**src/rtl/nand_op_sequencer.sv**
```systemverilog
// Multi-cycle bitwise logic unit: one shared W-bit NAND stage is stepped through
// the NAND-only conversion network of the selected operation, one evaluation per cycle.
module nand_op_sequencer #(
  parameter int W     = 4,
  parameter int CNT_W = 16
) (
  input  logic             clk,
  input  logic             rst,
  input  logic             start,
  input  logic [2:0]       op,
  input  logic [W-1:0]     a,
  input  logic [W-1:0]     b,
  output logic             busy,
  output logic             done,
  output logic [W-1:0]     y,
  output logic [CNT_W-1:0] nand_count
);

  // Handshake: start is a request accepted on any rising edge where busy=0;
  // done pulses for one cycle alongside the y update and never otherwise.
  typedef enum logic {IDLE, RUN} state_t;

  state_t       state, state_nxt;
  logic [2:0]   step, op_r, n_steps;
  logic [W-1:0] a_r, b_r, t1, t2, t3;
  logic [W-1:0] nx, nz, nres;
  logic [1:0]   dst;
  logic         last;

  always_comb begin
    case (op_r)
      3'b000:  n_steps = 3'd1;
      3'b001:  n_steps = 3'd2;
      3'b010:  n_steps = 3'd3;
      3'b011:  n_steps = 3'd4;
      3'b100:  n_steps = 3'd4;
      3'b101:  n_steps = 3'd5;
      3'b110:  n_steps = 3'd1;
      default: n_steps = 3'd2;
    endcase
  end

  assign last = (step == n_steps - 3'd1);

  // Operand routing into the shared stage; dst names the temp written on non-final steps.
  always_comb begin
    nx  = a_r;
    nz  = a_r;
    dst = 2'd1;
    case (op_r)
      3'b000: ;
      3'b001: begin
        if (step == 3'd0) nz = b_r;
        else begin nx = t1; nz = t1; end
      end
      3'b010, 3'b011: begin
        case (step)
          3'd0:    dst = 2'd1;
          3'd1:    begin nx = b_r; nz = b_r; dst = 2'd2; end
          3'd2:    begin nx = t1;  nz = t2;  dst = 2'd3; end
          default: begin nx = t3;  nz = t3; end
        endcase
      end
      3'b100, 3'b101: begin
        case (step)
          3'd0:    begin nz = b_r; dst = 2'd1; end
          3'd1:    begin nz = t1;  dst = 2'd2; end
          3'd2:    begin nx = b_r; nz = t1; dst = 2'd3; end
          3'd3:    begin nx = t2;  nz = t3; dst = 2'd1; end
          default: begin nx = t1;  nz = t1; end
        endcase
      end
      3'b110: nz = b_r;
      default: begin
        if (step != 3'd0) begin nx = t1; nz = t1; end
      end
    endcase
  end

  assign nres = ~(nx & nz);

  always_ff @(posedge clk or posedge rst) begin
    if (rst) state <= IDLE;
    else     state <= state_nxt;
  end

  always_comb begin
    state_nxt = state;
    case (state)
      IDLE:    if (start) state_nxt = RUN;
      default: if (last)  state_nxt = IDLE;
    endcase
  end

  always_comb begin
    busy = (state == RUN);
  end

  always_ff @(posedge clk or posedge rst) begin
    if (rst) begin
      step       <= '0;
      op_r       <= '0;
      a_r        <= '0;
      b_r        <= '0;
      t1         <= '0;
      t2         <= '0;
      t3         <= '0;
      y          <= '0;
      done       <= 1'b0;
      nand_count <= '0;
    end else begin
      done <= 1'b0;
      if (state == IDLE) begin
        if (start) begin
          op_r <= op;
          a_r  <= a;
          b_r  <= b;
          step <= '0;
        end
      end else begin
        step       <= step + 3'd1;
        nand_count <= nand_count + CNT_W'(1);
        if (last) begin
          y    <= nres;
          done <= 1'b1;
        end else begin
          case (dst)
            2'd1:    t1 <= nres;
            2'd2:    t2 <= nres;
            default: t3 <= nres;
          endcase
        end
      end
    end
  end

endmodule

```
**config.mk**
```make
export PLATFORM = sky130hd
export DESIGN_NAME = nand_op_sequencer
export DESIGN_NICKNAME = d
export VERILOG_FILES = /design/src/rtl/nand_op_sequencer.sv
export SDC_FILE = /design/constraint.sdc
export NUM_CORES = 1
export LEC_CHECK = 0
export BUFFER_PORTS_ARGS = -buffer_cell sky130_fd_sc_hd__buf_2
export CAP_MARGIN = 10
export CELL_PAD_IN_SITES_DETAIL_PLACEMENT = 2
export CELL_PAD_IN_SITES_GLOBAL_PLACEMENT = 2
export CORE_ASPECT_RATIO = 0.6
export CORE_MARGIN = 3
export CORE_UTILIZATION = 37
export DETAILED_ROUTE_END_ITERATION = 8
export HOLD_SLACK_MARGIN = 0.03
export PLACE_DENSITY = 0.89
export SKIP_CTS_REPAIR_TIMING = 1
export SLEW_MARGIN = 5
export SYNTH_ARGS = -nofsm -noshare
export SYNTH_HDL_FRONTEND = slang
export SYNTH_SLANG_ARGS = --single-unit
```
**constraint.sdc**
```tcl
create_clock -name clk -period 3.6 [get_ports clk]
set_input_delay 0.36 -clock clk [delete_from_list [all_inputs] [get_ports clk]]
set_output_delay 0.36 -clock clk [all_outputs]
set_load 0.01 [all_outputs]
```
======== Yosys cells after proc, flatten, opt, wreduce, memory -nomap -nowiden ========
Cells that the tools add are included.
cells by class
  reduce and logical (&&, ||, !) cells .... 16
  add/subtract/negate cells ............... 3
  muxes and demuxes ....................... 19
  equality and inequality tests ........... 12
  bitwise operators ....................... 5
operators with widths
  kind                                                              number
  4-bit one-hot mux with 3 select lines                             3
  4-bit one-hot mux with 5 select lines                             1
  16-bit by 1-bit adder with 16-bit output (second input constant)  1
  4-bit one-hot mux with 4 select lines                             1
  3-bit by 2-bit == test with 1-bit output (second input constant)  4
  4-bit 2-to-1 mux                                                  3
  3-bit one-hot mux with 4 select lines                             1
  2-bit OR reduction                                                6
  3-bit == test (second input constant)                             3
  3-bit AND reduction                                               3
  4-bit one-hot mux with 2 select lines                             1
  3-bit by 1-bit == test with 1-bit output (second input constant)  2
  3-bit zero test                                                   2
  3-bit 2-to-1 mux                                                  2
  1-bit 2-to-1 mux                                                  5
  4-bit bitwise AND                                                 1
  4-bit inverter                                                    1
  2-bit one-hot mux with 2 select lines                             1
  2-bit AND reduction                                               2
  4-bit OR reduction                                                1
  3-bit by 1-bit adder with 3-bit output (second input constant)    1
  3-bit == test                                                     1
  1-bit inverter                                                    3
  3-bit nonzero test                                                1
  other kinds (5)                                                   5
storage, ports and cells
  flip-flop bits (word level) ............. 48
  logic and storage cells ................. 66
  output and inout port bits .............. 22
  input bits .............................. 14

======== Depth between registers and ports, before layout ========
Gate-level depths: netlist (run 1).
  depth after elaboration ................. 7
  gate-level depth with buffers ........... 11
  depth with buffers taken out ............ 10

======== Worst setup path before layout (run 1) ========
Ideal clock, no wire load.
  kind .................................... reg-to-reg
  start ................................... reg op_r[0]
  end ..................................... reg t3[0]
  slack ................................... 1.094 ns
  clock period less this slack ............ 2.506 ns
  data required time ...................... 3.453 ns
  setup time .............................. 0.147 ns
  cell stages (with the launch flop) ...... 11
  arrival ................................. 2.359 ns
  cell sequence ........................... dfrtp_1 buf_2 buf_1 inv_1 xnor2_1 ha_1 xnor2_1 o41a_1 buf_2 a21oi_1 a41oi_1
between the ends
  word-level cells in the longest chain between the ends .. 7
  elaborated cells between the ends (all ways) .. 26
  classes of those cells .................. add/sub (1); eq/ne (9); mux (4); bitwise (4); reduce/logical (8)
RTL lines
  item                                                                              RTL line  text
  from (decl)                                                                       24        logic [2:0] step, op_r, n_steps;
  from (signal assigned)                                                            115       op_r <= op;
  3-bit == test (tied with other cells)                                             31, 50
  2-bit OR reduction (no line) / 4-bit OR reduction (equally long branches)         n/a
  3-bit one-hot mux with 4 select lines / 2-bit 2-to-1 mux (equally long branches)  n/a
  3-bit by 1-bit subtractor with 3-bit output (tied with other cells)               43        assign last = (step == n_steps - 3'd1);
  3-bit == test / 2-bit OR reduction (equally long branches)                        n/a
  1-bit inverter (no line)                                                          n/a
  3-bit AND reduction (no line)                                                     n/a
  to (signal assigned)                                                              130       default: t3 <= nres;
  to (decl)                                                                         25        logic [W-1:0] a_r, b_r, t1, t2, t3;
Parallel ways exist; a longest one is shown, timed or not.
A chain may end at the register's enable or synchronous reset.

======== Worst setup path after layout (run 1) ========
  start ................................... reg op_r[2]
  end ..................................... reg t3[3]
Same word-level chain as after synthesis.

==> qor.yml, run 1 <==
status: "completed"
critPathArrivalTime_ns: 3.52
synth_compound_area_frac: 0.241
initial_core_util: 0.385
synth_area_sq_um: 3070
finalCritPeriodShare: 0.925
synth-seq-cells: 48
area_growth_pct: 14.6
max_stage_delay_ns: 0.60
slew_violations: 0
dp_hpwl_mm: 7.93
yosys_warnings: 0
max_slew.worst_pin.slew_ns: 1.11
p_comb_frac: 0.597
p_seq_frac: 0.263
cts.clk_slew.worst_paths_ns: 0.07
drtIter0Drc: 222
cp-endpoint: "t3[3]"
endpoint_kind: "flip-flop"
ioPinCount: 36
pwr-share-clk: 0.140
r2r_start: "op_r[2]"
gp_congestion: 0.997
synth_common_cells: "48 x dfrtp_1, 29 x nand2_1, 16 x nor2_1"
worstSetupStartpoint: "op_r[2]"
switchingPower_mw: 2.06
rrSetupSlack_ns: 0.27
leakage_nw: 1.55
finalSetupTns_ns: 0
synth_flop_cell: "dfrtp_1"
async_flop_share: 1.00
p_int_mw: 2.08
dieArea_sq_um: 9460
synth_fa_ha_area_frac: 0.0367
r2r_cells: 9
cts_num_sinks: 48
netlist_top_cells_area: "dfrtp_1 39%, mux2_2 4.0%, xnor2_1 3.7%"
synth_top_area_cell: "dfrtp_1"
crit_type: "reg2reg"
syn_nets: 340
synthMuxAreaShare: 0.0469
finalHoldViolations: 0
path_max_fanout: 15
powerDensity_nw_per_um2: 1180
drive_gt1_frac: 0.195
synth.distinct_cells: 63
antenna_found_initial: 0
avgSynthCellArea_sq_um: 9.68
io_buffers: 35
clockRootBuffer: "clkbuf_16"
fmax_ghz: 0.300
fp.dieW_um: 124
drc: 0
grt_pass1_vias: 3004
antenna-diode-count: 0
grt_usage: 0.243
slew_headroom: 0.259
synth_most_common_cell: "dfrtp_1"
yosys.area_share.xor_xnor: 0.0718
viasPerCell: 6.16
netlist_instances: 317
dr.pass1.iters: 5
clk_path_buf_depth: 2
final.setup.worst_slack_ns: 0.271
ir_drop_mv: 0.313
drt-total-wl_mm: 10.8
synth-edff-count: 0
finalSetupViolations: 0
core_sq_um: 7980
critPathSlowestCell: "dfrtp_1"
nNetsFinal: 371
fp-row-count: 25
synth_top_family_by_area: "compound AO/OA/AOI/OAI gates"
numCtsBuffers: 5
grt_pass1_wl_mm: 17.6
rsz0062_at_grt: "false"
r2r_end: "t3[3]"
yosysSeqAreaShare: 0.392
finalCriticalPeriod_ns: 3.33
dp_slack_ns: 0.423
synth_top_area_frac: 0.392
dieHeight_um: 76.5
synth_simple_gate_area_share: 0.162
start_kind: "flip-flop"
clk_latency_ns: 0.30
cap_violations: 0
hp-class: "in2reg"
vias: 2817
critical_path.cell_chain: "nor2b_1 -> nor2_1 -> mux2i_1 -> ha_1 -> xor2_1 -> and3_1 -> o41a_1 -> nand2_1 -> o31ai_1"
clock_skew_ns: 0.00989
antenna_left: 0
htree_num_levels: 2
p_sw_frac: 0.498
crit_required_ns: 3.80
grt_max_degree: 49
wire_per_inst_um: 23.7
cts_tree: "done"
grt_remaining_overflow: 0
how the worst min path moves through the flow:
stage	startpoint	end	cells after the start
2_1_floorplan	start	step[1]	1
3_3_place_gp	nand_count[15]	nand_count[15]	1
3_5_place_dp	nand_count[15]	nand_count[15]	1
4_1_cts	op[0]	op_r[0]	3
5_1_grt	a[2]	a_r[2]	2
6_report	op[0]	op_r[0]	3
final cells by class:
type / instances / area (sq um)
inverters: 16 / 60.1
multi-input cells: 235 / 1710
fillers: 892 / 4460
well taps: 108 / 135
clock inverters: 2 / 38.8
repair buffers: 42 / 228
clock buffers: 6 / 139
flip-flops and latches: 48 / 1200
metal layers:
metal  vias up  track usage  wire [um]
li1       1246            -          -
met1      1488        0.367       5330
met2        73        0.362       4820
met3        10       0.0453        569
met4         0       0.0486         99
met5         -            0          0
per-stage QoR:
stage / total power, mW / cells / hold slack [ns] / instance area (sq um) / util
floorplan: 2.71 / 317 / 0.446 / 3070 / -
global placement: 3.28 / 449 / 0.457 / 3340 / 0.418
detailed placement: 3.47 / 449 / 0.473 / 3340 / 0.418
CTS: 4.09 / 457 / 0.269 / 3510 / 0.441
global route: 4.43 / 457 / 0.288 / 3510 / 0.441
finish: 4.14 / 457 / 0.264 / 3510 / 0.441
kinds of logic (layout without fill, tap and decap cells):
| group | after synthesis | in the layout |
|---|---|---|
| and+or+nand+nor | 97 | 97 |
| AOI/OAI and AO/OA | 94 | 94 |
| DFF | 48 | 48 |
| buffers and inverters | 34 | 66 |
| xor gates and xnor gates | 22 | 22 |
| muxes | 13 | 13 |
| adders and majority gates | 9 | 9 |
power by group through the flow:
stage	clock, mW	sequential [mW]	combinational [mW]
global route	0.605	1.13	2.70
global placement	0	1.07	2.21
finish	0.581	1.09	2.47
detailed placement	0	1.09	2.38
floorplan	0	0.979	1.73
CTS	0.583	1.08	2.42
cell usage in the layout (no fill, tap or decap), drive strengths merged, types with 3 or more instances in the layout:
master / count
clkbuf: 6
ha: 9
a222oi: 5
and3: 5
a22o: 4
nor2b: 5
nor3: 3
o221ai: 6
inv: 15
dfrtp: 48
nand3b: 3
a311oi: 3
a2111o: 3
mux2: 11
a41oi: 3
a21oi: 8
a211oi: 3
nand3: 15
nand2b: 5
a21o: 6
buf: 42
xor2: 7
nor2: 16
xnor2: 13
o31ai: 6
and2: 6
o2bb2ai: 8
o21ai: 12
nand2: 29
a32oi: 4
sequential cells by signal, indices dropped and copies added (netlist names), 4 cells and up:
register / cells
y: 4
t1: 4
a_r: 4
b_r: 4
nand_count: 16
t2: 4
t3: 4
critical path, delay by kind of cell (launching register included):
family / cells / cell delay (ns)
adder cells (fa/ha/maj): 1 / 0.22
XOR/XNOR: 1 / 0.25
AO/OA/AOI/OAI: 2 / 0.86
flip-flops: 1 / 0.60
AND/OR/NAND/NOR: 4 / 1.11
multiplexers: 1 / 0.17
(Power assumes the default switching activity.)
==> run 2, diff against run 1 <==
--- a/config.mk
+++ b/config.mk
@@ -10,11 +10,10 @@
 export CELL_PAD_IN_SITES_DETAIL_PLACEMENT = 2
 export CELL_PAD_IN_SITES_GLOBAL_PLACEMENT = 2
 export CORE_ASPECT_RATIO = 0.6
-export CORE_MARGIN = 3
-export CORE_UTILIZATION = 37
+export CORE_UTILIZATION = 40
 export DETAILED_ROUTE_END_ITERATION = 8
 export HOLD_SLACK_MARGIN = 0.03
-export PLACE_DENSITY = 0.89
+export PLACE_DENSITY = 0.94
 export SKIP_CTS_REPAIR_TIMING = 1
 export SLEW_MARGIN = 5
 export SYNTH_ARGS = -nofsm -noshare
==> constraint.sdc (replaced) <==
create_clock -name clk -period 4.3 [get_ports clk]
set_input_delay 0.43 -clock clk [delete_from_list [all_inputs] [get_ports clk]]
set_output_delay 0.43 -clock clk [all_outputs]
set_load 0.01 [all_outputs]
==> run 2 against run 1 <==
Net effect: die area is 15% lower; critical endpoint unchanged; register-to-register slack improved by 0.26 ns; routed wire length is 5.2% higher; sequential share of layout area grew 0.73 points; design area is 2.1% lower; clock-buffer cell count unchanged; maximum frequency fell by 12%; combinational power fell by 17%.
==> qor.yml, run 2 (synthesis results as in run 1) <==
finalCriticalPeriod_ns: 3.77  # +0.438 ns
htree_num_levels: 2  # unchanged
antenna_found_initial: 0  # unchanged
clockRootBuffer: "clkbuf_16"
fp.dieW_um: 115  # -6.9%
finalSetupTns_ns: 0  # unchanged
cts.clk_slew.worst_paths_ns: 0.08  # about the same
grt_max_degree: 49  # unchanged
gp_congestion: 0.945  # -5.2%
core_sq_um: 7330  # -8.1%
cts_tree: "done"
final_util: 0.470  # +0.0290
drive_gt1_frac: 0.181  # -0.0141
max_slew.worst_pin.slew_ns: 1.17  # +0.0606 ns
numCtsBuffers: 5  # unchanged
io_buffers: 35  # unchanged
clk_path_buf_depth: 2  # unchanged
ir_drop_mv: 0.318  # +1.3%
multi_input_area_sq_um: 1710  # unchanged
fmax_ghz: 0.265  # -12%
slew_headroom: 0.218  # -0.0409
cp_top_family: "simple AND/OR/NAND/NOR gates"
drt-total-wl_mm: 11.4  # +5.2%
dieArea_sq_um: 8040  # -15%
max_stage_delay_ns: 0.80  # +0.20 ns
status: "completed"
nNetsFinal: 365  # -1.6%
finalSetupViolations: 0  # unchanged
cts_num_sinks: 48  # unchanged
viasPerCell: 6.34  # +2.8%
critical_path.cell_chain: "nor2b_1 -> nor2_1 -> mux2i_1 -> ha_1 -> xor2_1 -> and3_1 -> o41a_1 -> nand2_1 -> o31ai_1"
dp_slack_ns: 0.891  # +0.468 ns
vias: 2832  # +0.53%
critPathSlowestCell: "nor2b_1"
area_growth_pct: 12.2
grt_pass1_wl_mm: 17.9  # +1.5%
cap_violations: 0  # unchanged
fillers: 808  # -9.4%
rsz0062_at_grt: "false"
drc: 0  # unchanged
hp-class: "in2reg"
critPathArrivalTime_ns: 3.97  # +0.45 ns
grt_remaining_overflow: 0  # unchanged
powerDensity_nw_per_um2: 1000  # -15%
dr.pass1.iters: 5  # unchanged
finalHoldViolations: 0  # unchanged
endpoint_kind: "flip-flop"
drtIter0Drc: 233  # +5.0%
initial_core_util: 0.419  # +0.0341
final-seq-area_sq_um: 1200  # unchanged
fp-row-count: 24  # -4.0%
crit_required_ns: 4.50  # +0.70 ns
wire_per_inst_um: 25.5  # +7.6%
dp_hpwl_mm: 8.16  # +2.9%
dieHeight_um: 69.8  # -8.8%
finalCritPeriodShare: 0.876  # -0.0486
antenna_left: 0  # unchanged
path_buf_inv: 0  # unchanged
crit_type: "reg2reg"
antenna-diode-count: 0  # unchanged
most-common-layout-cells: "48 x dfrtp_1, 35 x buf_2, 29 x nand2_1, 16 x nor2_1, 15 x nand3_1"
start_kind: "flip-flop"
leakage_nw: 1.50  # -3.1%
final.setup.worst_slack_ns: 0.533  # +0.262 ns
path_max_fanout: 15  # unchanged
layout_commonest_cell: "dfrtp_1"
grt_usage: 0.308  # +0.0651
largest_reg_flops: 16  # unchanged
clock_skew_ns: 0.00937  # -0.000520 ns
clk_latency_ns: 0.31  # about the same
ioPinCount: 36  # unchanged
top_register: "nand_count"
slew_violations: 0  # unchanged
grt_pass1_vias: 2945  # -2.0%
-- run 2: changes by cell type in the layout (fill, tap and decap cells not counted) --
cell	delta
clkinvlp_4	+2
bufinv_16	-1
clkinv_4	-1
buf_4	-6
-- run 2: worst register-to-register path, stage by stage (launching register included) --
cell,delay [ns]
dfrtp_1,0.58
nor2b_1,0.81
nor2_1,0.23
mux2i_1,0.22
ha_1,0.25
xor2_1,0.26
and3_1,0.24
o41a_1,0.54
nand2_1,0.22
o31ai_1,0.31
-- run 2: report_power, final --
group	switching (mW)	total, mW	internal [mW]
Sequential	0.309	0.947	0.637
Clock	0.200	0.433	0.232
Combinational	1.29	2.06	0.776
-- run 2: final timing paths --
path                                startpoint  depth (start not counted)              to  slack, ns
min in group asynchronous                  rst                          2           t2[1]       0.39
worst max register to register         op_r[2]                          9           t3[3]       0.53
max in group asynchronous                  rst                          2         step[1]       3.23
worst min-delay path                     op[0]                          3         op_r[0]       0.33
worst max-delay path                   op_r[2]                          9           t3[3]       0.53
worst min register to register  nand_count[15]                          1  nand_count[15]       0.47
-- run 2: cell type report --
class                   instances  share of cell area
multi-input cells             235               0.498
flip-flops and latches         48               0.349
repair buffers                 36              0.0531
clock buffers                   6              0.0404
well taps                     104              0.0378
inverters                      16              0.0175
clock inverters                 2             0.00436
-- run 2: layer usage --
metal | vias up | GRT usage | share of wire
li1 | 1237 | - | -
met1 | 1463 | 0.431 | 0.45
met2 | 115 | 0.459 | 0.45
met3 | 17 | 0.0848 | 0.082
met4 | 0 | 0.0981 | 0.017
met5 | - | 0 | 0
-- run 2: per-stage QoR --
stage	hold slack (ns)	cell area, sq um	cells	power (mW)
final	0.331	3440	447	3.44
after global routing	0.357	3440	447	3.62
after CTS	0.334	3440	447	3.38
after detailed placement	0.467	3290	439	2.88
after global placement	0.453	3290	439	2.70
after floorplan	0.469	3070	317	2.27
==> run 3, diff against run 2 <==
--- a/config.mk
+++ b/config.mk
@@ -13,7 +13,7 @@
 export CORE_UTILIZATION = 40
 export DETAILED_ROUTE_END_ITERATION = 8
 export HOLD_SLACK_MARGIN = 0.03
-export PLACE_DENSITY = 0.94
+export PLACE_DENSITY_LB_ADDON = 0.2
 export SKIP_CTS_REPAIR_TIMING = 1
 export SLEW_MARGIN = 5
 export SYNTH_ARGS = -nofsm -noshare
==> run 3 against run 2 <==
Net effect: non-clock buffer count did not move; total power fell by 0.13%; hold slack improved by 0.0073 ns; maximum frequency fell by 0.45%; sequential power rose by 2%; worst setup slack got worse by 0.017 ns; critical path type unchanged; highest routed layer unchanged.
==> qor.yml, run 3 (synthesis results as in run 1) <==
status: "completed"
critPathSlowestCell: "dfrtp_1"
r2r_cells: 7  # -2
fp-row-count: 24  # unchanged
finalCriticalPeriod_ns: 3.78  # +0.0170 ns
rrSetupSlack_ns: 0.52  # -0.02 ns
top_register: "nand_count"
drc: 0  # unchanged
finalCritPeriodShare: 0.880  # +0.00395
most-common-layout-cells: "48 x dfrtp_1, 35 x buf_2, 29 x nand2_1, 16 x nor2_1, 15 x nand3_1"
grt_pass1_vias: 2889  # -1.9%
clock_skew_ns: 0.00994  # +0.000577 ns
dieHeight_um: 69.8  # unchanged
p_int_mw: 1.74  # +5.7%
met2_length_mm: 4.74  # -6.9%
crit_top_cell: "a311oi_1"
grt_max_degree: 49  # unchanged
grt_remaining_overflow: 0  # unchanged
numCtsBuffers: 5  # unchanged
p_seq_frac: 0.280  # +0.005
antenna-diode-count: 0  # unchanged
htree_num_levels: 2  # unchanged
dr_wl_met3_um: 638  # -32%
hold_start: "op[0]"
endpoint_kind: "flip-flop"
m1WireLength_mm: 5.30  # +2.6%
switchingPower_mw: 1.70  # -5.5%
layout_commonest_cell: "dfrtp_1"
critPathArrivalTime_ns: 3.92  # -0.05 ns
cts_tree: "done"
leakage_nw: 1.52  # +1.4%
antenna_left: 0  # unchanged
critical_path.cell_chain: "clkinv_1 -> ha_1 -> nand2b_1 -> a311oi_1 -> a211oi_2 -> a311oi_1 -> o31ai_1"
largest_reg_flops: 16  # unchanged
crit_type: "reg2reg"
drt-total-wl_mm: 10.8  # -5.3%
core_sq_um: 7330  # unchanged
initial_core_util: 0.419  # unchanged
maxUsedRoutingLayer: "met4"
hold_depth: 3  # unchanged
finalSetupViolations: 0  # unchanged
worstSetupStartpoint: "step[2]"
dp_hpwl_mm: 7.78  # -4.8%
pwr-share-clk: 0.148  # +0.022
dieArea_sq_um: 8040  # unchanged
viasPerCell: 6.27  # -1.1%
hp-class: "in2reg"
slew_headroom: 0.295  # +0.0766
clockRootBuffer: "clkbuf_16"
dr.pass1.iters: 5  # unchanged
cap_violations: 0  # unchanged
ir_drop_mv: 0.336  # +5.7%
grt_usage: 0.288  # -0.0197
nNetsFinal: 365  # unchanged
drtIter0Drc: 225  # -3.4%
path_max_fanout: 19  # +4
max_stage_delay_ns: 0.80  # about the same
slew_violations: 0  # unchanged
hold_path_end: "op_r[0]"
fp.dieW_um: 115  # unchanged
antenna_found_initial: 0  # unchanged
vias: 2795  # -1.3%
r2r_start: "step[2]"
finalHoldViolations: 0  # unchanged
start_kind: "flip-flop"
grt_pass1_wl_mm: 17.1  # -4.2%
area_growth_pct: 13.2
final.setup.worst_slack_ns: 0.516  # -0.0170 ns
crit_required_ns: 4.43  # -0.07 ns
drive_gt1_frac: 0.178  # -0.00240
clk_path_buf_depth: 2  # unchanged
fmax_ghz: 0.264  # -0.45%
r2r_end: "t1[3]"
cts_num_sinks: 48  # unchanged
cts.clk_slew.worst_paths_ns: 0.07  # about the same
dp_slack_ns: 0.803  # -0.0884 ns
rsz0062_at_grt: "false"
powerDensity_nw_per_um2: 990  # -1.0%
p_comb_frac: 0.572  # -0.027
wire_per_inst_um: 24.2  # -5.1%
gp_congestion: 0.952  # +0.67%
p_sw_frac: 0.494  # -0.0280
io_buffers: 35  # unchanged
max_slew.worst_pin.slew_ns: 1.06  # -0.114 ns
ioPinCount: 36  # unchanged
fillers: 810  # +0.25%
clk_latency_ns: 0.30  # about the same
finalSetupTns_ns: 0  # unchanged
run 3: changes by cell type in the layout (fill, tap and decap cells not counted):
cell and delta:
clkbuf_8 -1, bufinv_16 +2, clkinvlp_4 -2
run 3: final cells by class:
class / instances / area [sq um] / share of cell area
multi-input cells: 235 / 1710 / 0.493
well taps: 104 / 130 / 0.0375
repair buffers: 36 / 183 / 0.0526
flip-flops and latches: 48 / 1200 / 0.346
inverters: 16 / 60.1 / 0.0173
clock inverters: 2 / 60.1 / 0.0173
clock buffers: 5 / 125 / 0.0360
run 3: worst max path at each step:
stage	to	slack, ns	cells after the start
6_report	t1[3]	0.52	7
5_1_grt	t1[3]	0.36	7
4_1_cts	t1[3]	0.61	7
3_5_place_dp	t1[3]	0.80	7
3_3_place_gp	t1[3]	0.83	7
2_1_floorplan	t3[0]	1.79	10
run 3: power groups by stage:
stage	clock (mW)	combinational (mW)	sequential, mW
6_report	0.509	1.97	0.963
5_1_grt	0.538	2.11	0.995
4_1_cts	0.513	1.94	0.956
3_5_place_dp	0	1.85	0.963
3_3_place_gp	0	1.77	0.945
2_1_floorplan	0	1.45	0.819
run 3: critical path, delay by kind of cell, from the launching register on:
kind,cells,cell delay [ns]
adders and majority gates,1,0.59
DFF,1,0.80
and+or+nand+nor,1,0.29
AOI/OAI and AO/OA,4,1.43
buffers and inverters,1,0.50
run 3: through the flow:
step                power (mW)  instance area [sq um]  std cells   util  hold slack [ns]
floorplan                 2.27                   3070        317      -            0.469
global placement          2.72                   3290        439  0.449            0.463
detailed placement        2.81                   3290        439  0.449            0.462
CTS                       3.41                   3470        446  0.474            0.351
global route              3.64                   3470        446  0.474            0.363
finish                    3.44                   3470        446  0.474            0.338
run 3: per-layer routing:
layer / up-vias / GRT usage
met5: - / 0
met2: 95 / 0.417
met4: 0 / 0.0534
li1: 1236 / -
met1: 1452 / 0.446
met3: 12 / 0.0516
